File: src/rtl/tbus_arbiter.sv
// Round-robin arbiter sharing one tbus port into the dcache between fetch (0) and memblock (1).
// A grant is held from index handshake through operation_done.
module tbus_arbiter #(
    parameter int unsigned DATA_W = 64,
    parameter int unsigned MASK_W = 64,
    parameter int unsigned OPT_W  = 2
) (
    input  logic              clock,
    input  logic              reset,

    input  logic              req0_index_valid,
    output logic              req0_index_ready,
    input  logic [DATA_W-1:0] req0_index,
    input  logic [DATA_W-1:0] req0_write_data,
    input  logic [MASK_W-1:0] req0_write_mask,
    input  logic [OPT_W-1:0]  req0_operation_type,
    output logic [DATA_W-1:0] req0_read_data,
    output logic              req0_operation_done,

    input  logic              req1_index_valid,
    output logic              req1_index_ready,
    input  logic [DATA_W-1:0] req1_index,
    input  logic [DATA_W-1:0] req1_write_data,
    input  logic [MASK_W-1:0] req1_write_mask,
    input  logic [OPT_W-1:0]  req1_operation_type,
    output logic [DATA_W-1:0] req1_read_data,
    output logic              req1_operation_done,

    output logic              arb2dcache_index_valid,
    input  logic              arb2dcache_index_ready,
    output logic [DATA_W-1:0] arb2dcache_index,
    output logic [DATA_W-1:0] arb2dcache_write_data,
    output logic [MASK_W-1:0] arb2dcache_write_mask,
    output logic [OPT_W-1:0]  arb2dcache_operation_type,
    input  logic [DATA_W-1:0] arb2dcache_read_data,
    input  logic              arb2dcache_operation_done,

    output logic              arb_busy
);

    typedef enum logic [1:0] {StIdle, StGrant, StWait} state_e;

    state_e state_q, state_d;
    logic   grant_q, grant_d;
    logic   last_q, last_d;
    logic   sel_valid;
    logic   handshake;
    logic   complete;

    always_ff @(posedge clock) begin
        if (reset) begin
            state_q <= StIdle;
            grant_q <= 1'b0;
            last_q  <= 1'b1;
        end else begin
            state_q <= state_d;
            grant_q <= grant_d;
            last_q  <= last_d;
        end
    end

    assign sel_valid = grant_q ? req1_index_valid : req0_index_valid;
    assign handshake = (state_q == StGrant) && sel_valid && arb2dcache_index_ready;
    // Done in the handshake cycle itself also completes the transaction.
    assign complete  = arb2dcache_operation_done && ((state_q == StWait) || handshake);

    always_comb begin
        state_d = state_q;
        grant_d = grant_q;
        last_d  = complete ? grant_q : last_q;
        unique case (state_q)
            StIdle: begin
                if (req0_index_valid || req1_index_valid) begin
                    grant_d = (req0_index_valid && req1_index_valid) ? ~last_q : req1_index_valid;
                    state_d = StGrant;
                end
            end
            StGrant: begin
                // Requester withdrew before the handshake: release without touching last_q.
                if (!sel_valid) begin
                    state_d = StIdle;
                end else if (handshake) begin
                    state_d = arb2dcache_operation_done ? StIdle : StWait;
                end
            end
            StWait: begin
                if (arb2dcache_operation_done) begin
                    state_d = StIdle;
                end
            end
            default: state_d = StIdle;
        endcase
    end

    always_comb begin
        arb_busy               = (state_q != StIdle);
        arb2dcache_index_valid = (state_q == StGrant) && sel_valid;
        req0_index_ready       = (state_q == StGrant) && !grant_q && arb2dcache_index_ready;
        req1_index_ready       = (state_q == StGrant) && grant_q && arb2dcache_index_ready;
        req0_operation_done    = complete && !grant_q;
        req1_operation_done    = complete && grant_q;
        req0_read_data         = req0_operation_done ? arb2dcache_read_data : '0;
        req1_read_data         = req1_operation_done ? arb2dcache_read_data : '0;

        arb2dcache_index          = '0;
        arb2dcache_write_data     = '0;
        arb2dcache_write_mask     = '0;
        arb2dcache_operation_type = '0;
        if (state_q != StIdle) begin
            arb2dcache_index          = grant_q ? req1_index : req0_index;
            arb2dcache_write_data     = grant_q ? req1_write_data : req0_write_data;
            arb2dcache_write_mask     = grant_q ? req1_write_mask : req0_write_mask;
            arb2dcache_operation_type = grant_q ? req1_operation_type : req0_operation_type;
        end
    end

endmodule

File: config.mk
export PLATFORM = sky130hd
export DESIGN_NAME = tbus_arbiter
export DESIGN_NICKNAME = d
export VERILOG_FILES = /design/src/rtl/tbus_arbiter.sv
export SDC_FILE = /design/constraint.sdc
export NUM_CORES = 1
export LEC_CHECK = 0
export BUFFER_PORTS_ARGS = -buffer_cell sky130_fd_sc_hd__buf_2
export CORE_AREA = 5 5 302 304
export DETAILED_ROUTE_END_ITERATION = 10
export DIE_AREA = 0 0 307 309
export GPL_ROUTABILITY_DRIVEN = 0
export GPL_TIMING_DRIVEN = 0
export PLACE_DENSITY = 0.33
export SKIP_LAST_GASP = 1
export SLEW_MARGIN = 10
export SYNTH_ARGS = -nofsm -noshare
export SYNTH_HDL_FRONTEND = slang
export SYNTH_SLANG_ARGS = --single-unit
export TNS_END_PERCENT = 20
File: constraint.sdc
create_clock -name clock -period 1.87 [get_ports clock]
set_input_delay 0.2805 -clock clock [delete_from_list [all_inputs] [get_ports clock]]
set_output_delay 0.2805 -clock clock [all_outputs]
set_load 0.01 [all_outputs]
### Yosys cells after proc, flatten, opt, wreduce, memory -nomap -nowiden

Cells that the tools add are included.

* word-level logic and storage cells: 44
* flip-flop bits (word level): 4

* bitwise operators: 1
* equality and inequality tests: 5
* reduce and logical (&&, ||, !) cells: 17
* multiplexer cells: 18

Operators with widths (count)
* $mux W64: 8
* $mux W2: 7
* $logic_and A1 B1 Y1: 10
* $pmux W2 S3: 1
* $ne A2 B2 Y1 const B: 2
* $ne A3 B3 Y1 const B: 1
* $reduce_and A3 Y1: 1
* $eq A2 B1 Y1 const B: 1
* $eq A2 B2 Y1 const B: 1
* $logic_not A2 Y1: 1
* $logic_or A1 B1 Y1: 2
* $mux W1: 2
* $reduce_and A2 Y1: 1
* $reduce_bool A2 Y1: 1
* $logic_not A1 Y1: 1
* $not A1 Y1: 1

### Logic depth before layout (Yosys ltp)

* depth in word-level cells: 7
* depth in mapped cells: 6
* mapped depth without buffers: 4

### Least setup slack after synthesis

OpenSTA, ideal clock, no wires.

* path type: register to output
* start: reg grant_q
* end: out req0_read_data[48]
* path slack: 0.212 ns
* arrival: 1.378 ns
* stages on the path, launching flop included: 7
* path buffers: 3
* data required time: 1.590 ns
* cells stage by stage: dfxtp_1 buf_2 mux2i_1 a2bb2oi_2 buf_6 buf_4 nor3b_1

* word-level cells in the longest chain between the ends: 7
* elaborated cells between the ends (all ways): 8

RTL lines
* start, declared: line 44 `logic grant_q, grant_d;`
* start signal, assigned: line 57 `grant_q <= grant_d;`
* $mux W1: line 62 `assign sel_valid = grant_q ? req1_index_valid : req0_index_valid;`
* $logic_and A1 B1 Y1 (2 in series): line 63 `assign handshake = (state_q == StGrant) && sel_valid && arb2dcache_index_ready;`
* $logic_or A1 B1 Y1: line 65 `assign complete = arb2dcache_operation_done && ((state_q == StWait) || handshake);`
* $logic_and A1 B1 Y1: line 65
* $logic_and A1 B1 Y1 (*): line 100 `req0_operation_done = complete && !grant_q;`
* $mux W64 (*): line 102 `req0_read_data = req0_operation_done ? arb2dcache_read_data : '0;`
* end, declared: line 17 `output logic [DATA_W-1:0] req0_read_data,`

Every way passes the cells marked *; elsewhere a longest branch is shown, timed or not.

### Worst setup path in the final report

* start: reg grant_q
* end: out req1_read_data[6]

* word-level cells in the longest chain between the ends: 7

RTL lines
* $mux W1: line 62
* $logic_and A1 B1 Y1 (2 in series): line 63
* $logic_or A1 B1 Y1: line 65
* $logic_and A1 B1 Y1: line 65
* $logic_and A1 B1 Y1 (*): line 101 `req1_operation_done = complete && grant_q;`
* $mux W64 (*): line 103 `req1_read_data = req1_operation_done ? arb2dcache_read_data : '0;`
* end, declared: line 26 `output logic [DATA_W-1:0] req1_read_data,`

Marks and branches as above.

==> reports/metrics.csv <==
stage,metric,value,unit
placed_design,placed cell areas,9630,µm²
timing,final setup fails,275,
detailed_routing,DRT iter0 DRCs,407,
synth,Yosys cell types,21,
placed_design,hpwl dp,50900,µm
synth,"Net Count, Synth",1077,
floorplanning,Die Area,94900,µm²
status,failing checks,setup timing,
timing,final worst slack,-0.199,ns
timing,Slew Limit Fails,0,
setup_path,startpoint types,flop,
synth,area share of the largest cell type after synthesis,46.1,%
synth,"area leader, netlist",mux2i_1,
detailed_routing,Pre-antenna DRT Iters,5,
run,Max Cap Viol,0,
floorplanning,IO Pins,786,
setup_path,WP data required,1.59,ns
synth,Synth Area per Inst,6.84,µm²
detailed_routing,DRC violation count after routing,0,
detailed_routing,final antenna-violating net count,0,
timing,Final Critical Period,2.07,ns
setup_path,Critical Path AT,1.79,ns
synth,Post-Synth Adder-Cell Area,0,%
timing,crit share post-route,111,%
timing,fmax,483,MHz
cells_and_area,Final #Nets,1897,
detailed_routing,vias per inst,3.06,
power_and_ir_drop,PwrDens,290,nW/µm²
global_route,largest net degree at the start of global routing,11,
timing,Clock Skew,0.00271,ns
clock_tree,Root Driver,clkbuf_16,
floorplanning,Initial Util,4.81,%
global_route,vias in the first global route,8406,
setup_path,R2R cell count,6,
cells_and_area,ratio of cells with drive above 1 in the final layout,66.5,%
synth,mux cell area share after synthesis,46.1,%
clock_tree,hold_buf cts,0,
clock_tree,CTS tree,yes,
power_and_ir_drop,Leak,5.48,nW
cells_and_area,Final Cell Area,11200,µm²
timing,final hold vios,0,
synth,synth top area cells,"mux2i_1 46%, nor3b_1 23%, nor2_1 18%",
min_path,worst hold stages,2,
timing,worst slew pin tran,0.680,ns
setup_path,"Max FO, Critical Path",6,
floorplanning,# rows,109,
synth,Synth Cell Area,4230,µm²
placed_design,PortBufs,785,
clock_tree,H-tree levels,1,
floorplanning,Die H,309,µm
timing,worst rel slew slack,54.7,%
setup_path,FF-to-FF setup slack,0.29,ns
setup_path,reg2reg end,state_q[1]$_SDFFE_PP0P_,
clock_tree,Skew-Pair Late Insertion Delay,0.22,ns
status,outcome,"complete, but fails checks",
clock_tree,Sink Count,4,
synth,Post-Synth XOR/XNOR Area,0,%
clock_tree,Inserted Clock Buffers,3,
synth,asr flop ratio synth,0,%
cells_and_area,fillers,10400,
min_path,hold crit path type,input port to flop,
synth,"Top FF cell, synth",dfxtp_1,
global_route,global route total overflow,0,
clock_tree,deepest clock path buffer count,2,
setup_path,Crit. End Element,primary output,
synth,Post-Synthesis Cells,619,
synth,Post-synth EDFFs,0,
synth,top post-synthesis cells by count,"202 x nor2_1, 195 x mux2i_1, 128 x nor3b_1, 41 x buf_2, 20 x clkbuf_1",
synth,synthesized flop and latch total,4,
setup_path,worst flop-to-flop path startpoint,grant_q$_SDFFE_PP0P_,
synth,Synth Area in Simple Gates,41.6,%
synth,Synth Area in Compound Gates,1.63,%
cells_and_area,Util after Layout,12.7,%
detailed_routing,Vias,7974,
synth,Yosys warning total,0,
synth,main combinational cell family by area after synthesis,multiplexers,
global_route,first-pass GRT wire length,71600,µm
timing,unrepaired setup endpoints after global routing,yes,
clock_tree,clock-pin slew on the worst setup and hold paths,0.03,ns
global_route,Total Routing Usage GR,10.9,%
cells_and_area,area grow syn2layout,164,%
floorplanning,Chip Width,307,µm
synth,cell with the most instances after synthesis,nor2_1,
global_route,initial antenna violation count,36,
min_path,min-delay src,arb2dcache_operation_done,
setup_path,CP Class,flop to primary output,
synth,sequential fraction of the synthesis area,1.89,%
detailed_routing,WL final,57000,µm
min_path,hold worst-path end,state_q[1]$_SDFFE_PP0P_,
floorplanning,core area,88000,µm²
power_and_ir_drop,Max VDD drop,0.224,mV
detailed_routing,WL/cell,21.9,µm
repair_timing:
item                       in CTS  in global routing
resized for setup             186                 79
gates cloned                    8                  4
buffers inserted               22                  2
pin swaps                      16                  8
hold endpoints to repair        0                  0
setup endpoints to repair     331                320
kinds of logic (layout without fill, tap and decap cells):
family                 after synthesis  in the layout
AND/OR/NAND/NOR                    338            338
multiplexers                       195            195
buffers and inverters               75            893
AO/OA/AOI/OAI                        7              7
flip-flops                           4              4
other                                0              3
placed cells by master (no fill, tap or decap), types with 2 or more instances in the layout:
master	instances
clkbuf_4	6
buf_2	791
mux2i_4	10
clkbuf_1	5
nor3b_4	9
inv_1	3
nand3b_1	2
clkbuf_2	3
buf_8	8
mux2i_1	184
nor3b_2	39
nand2_1	4
buf_4	20
buf_12	22
nor2_2	5
clkbuf_16	10
buf_16	5
nor3b_1	80
nor2_1	195
diode_2	3
dfxtp_2	2
nor2_4	2
buf_6	17
how the worst max path moves through the flow:
stage                       startpoint                         to  slack (ns)  cells after the start
2_1_floorplan     grant_q$_SDFFE_PP0P_         req0_read_data[48]        0.21                      6
3_3_place_gp   state_q[0]$_SDFFE_PP0P_       arb2dcache_index[54]       -1.94                      5
3_5_place_dp      grant_q$_SDFFE_PP0P_  arb2dcache_write_mask[55]       -1.18                      6
4_1_cts           grant_q$_SDFFE_PP0P_          req1_read_data[6]       -0.27                      8
5_1_grt           grant_q$_SDFFE_PP0P_          req1_read_data[4]       -0.26                      7
6_report          grant_q$_SDFFE_PP0P_          req1_read_data[6]       -0.20                      7
flip-flops by register name (all words and copies together) (netlist names):
signal   cells
grant_q      1
state_q      2
last_q       1
layer usage:
layer  track usage (%)  wire (µm)
met1              15.1      25600
met2              17.6      25700
met3              2.92       5240
met4              1.09        469
met5                 0         35
metrics by stage:
step / std cells / power, W / hold slack (ns) / TNS (ns) / setup WS [ns]
2_1_floorplan: 619 / 0.00116 / 0.349 / 0 / 0.212
3_3_place_gp: 2569 / 0.00250 / 0.527 / -421.74 / -1.94
3_5_place_dp: 2569 / 0.00250 / 0.529 / -220.30 / -1.18
4_1_cts: 2601 / 0.00323 / 0.285 / -46.90 / -0.266
5_1_grt: 2603 / 0.00348 / 0.302 / -53.51 / -0.264
6_report: 2605 / 0.00325 / 0.301 / -32.31 / -0.199
report_power, final:
| part | switching (W) | internal [W] | total [W] | leakage (nW) |
|---|---|---|---|---|
| Clock | 0.0000574 | 0.000273 | 0.000330 | 0.0370 |
| Combinational | 0.00149 | 0.00133 | 0.00282 | 5.41 |
| Sequential | 0.00000565 | 0.0000904 | 0.0000961 | 0.0342 |
cell type report:
class	count	area [µm²]	share of cell area, %
multi-input combinational	540	4250	37.9
tap	1165	1460	13.0
timing repair buffer	817	4510	40.3
inverter	4	18.8	0.168
antenna	3	7.51	0.0671
clock buffer	3	75.1	0.671
sequential	4	86.3	0.772
buffer	69	793	7.09
worst max-delay path: stages, from the launching register on:
cell,delay (ns)
dfxtp_2,0.31
buf_12,0.15
mux2i_4,0.19
a2bb2oi_4,0.17
buf_8,0.16
buf_12,0.14
nor3b_4,0.25
buf_2,0.19
(Power assumes the default switching activity.)
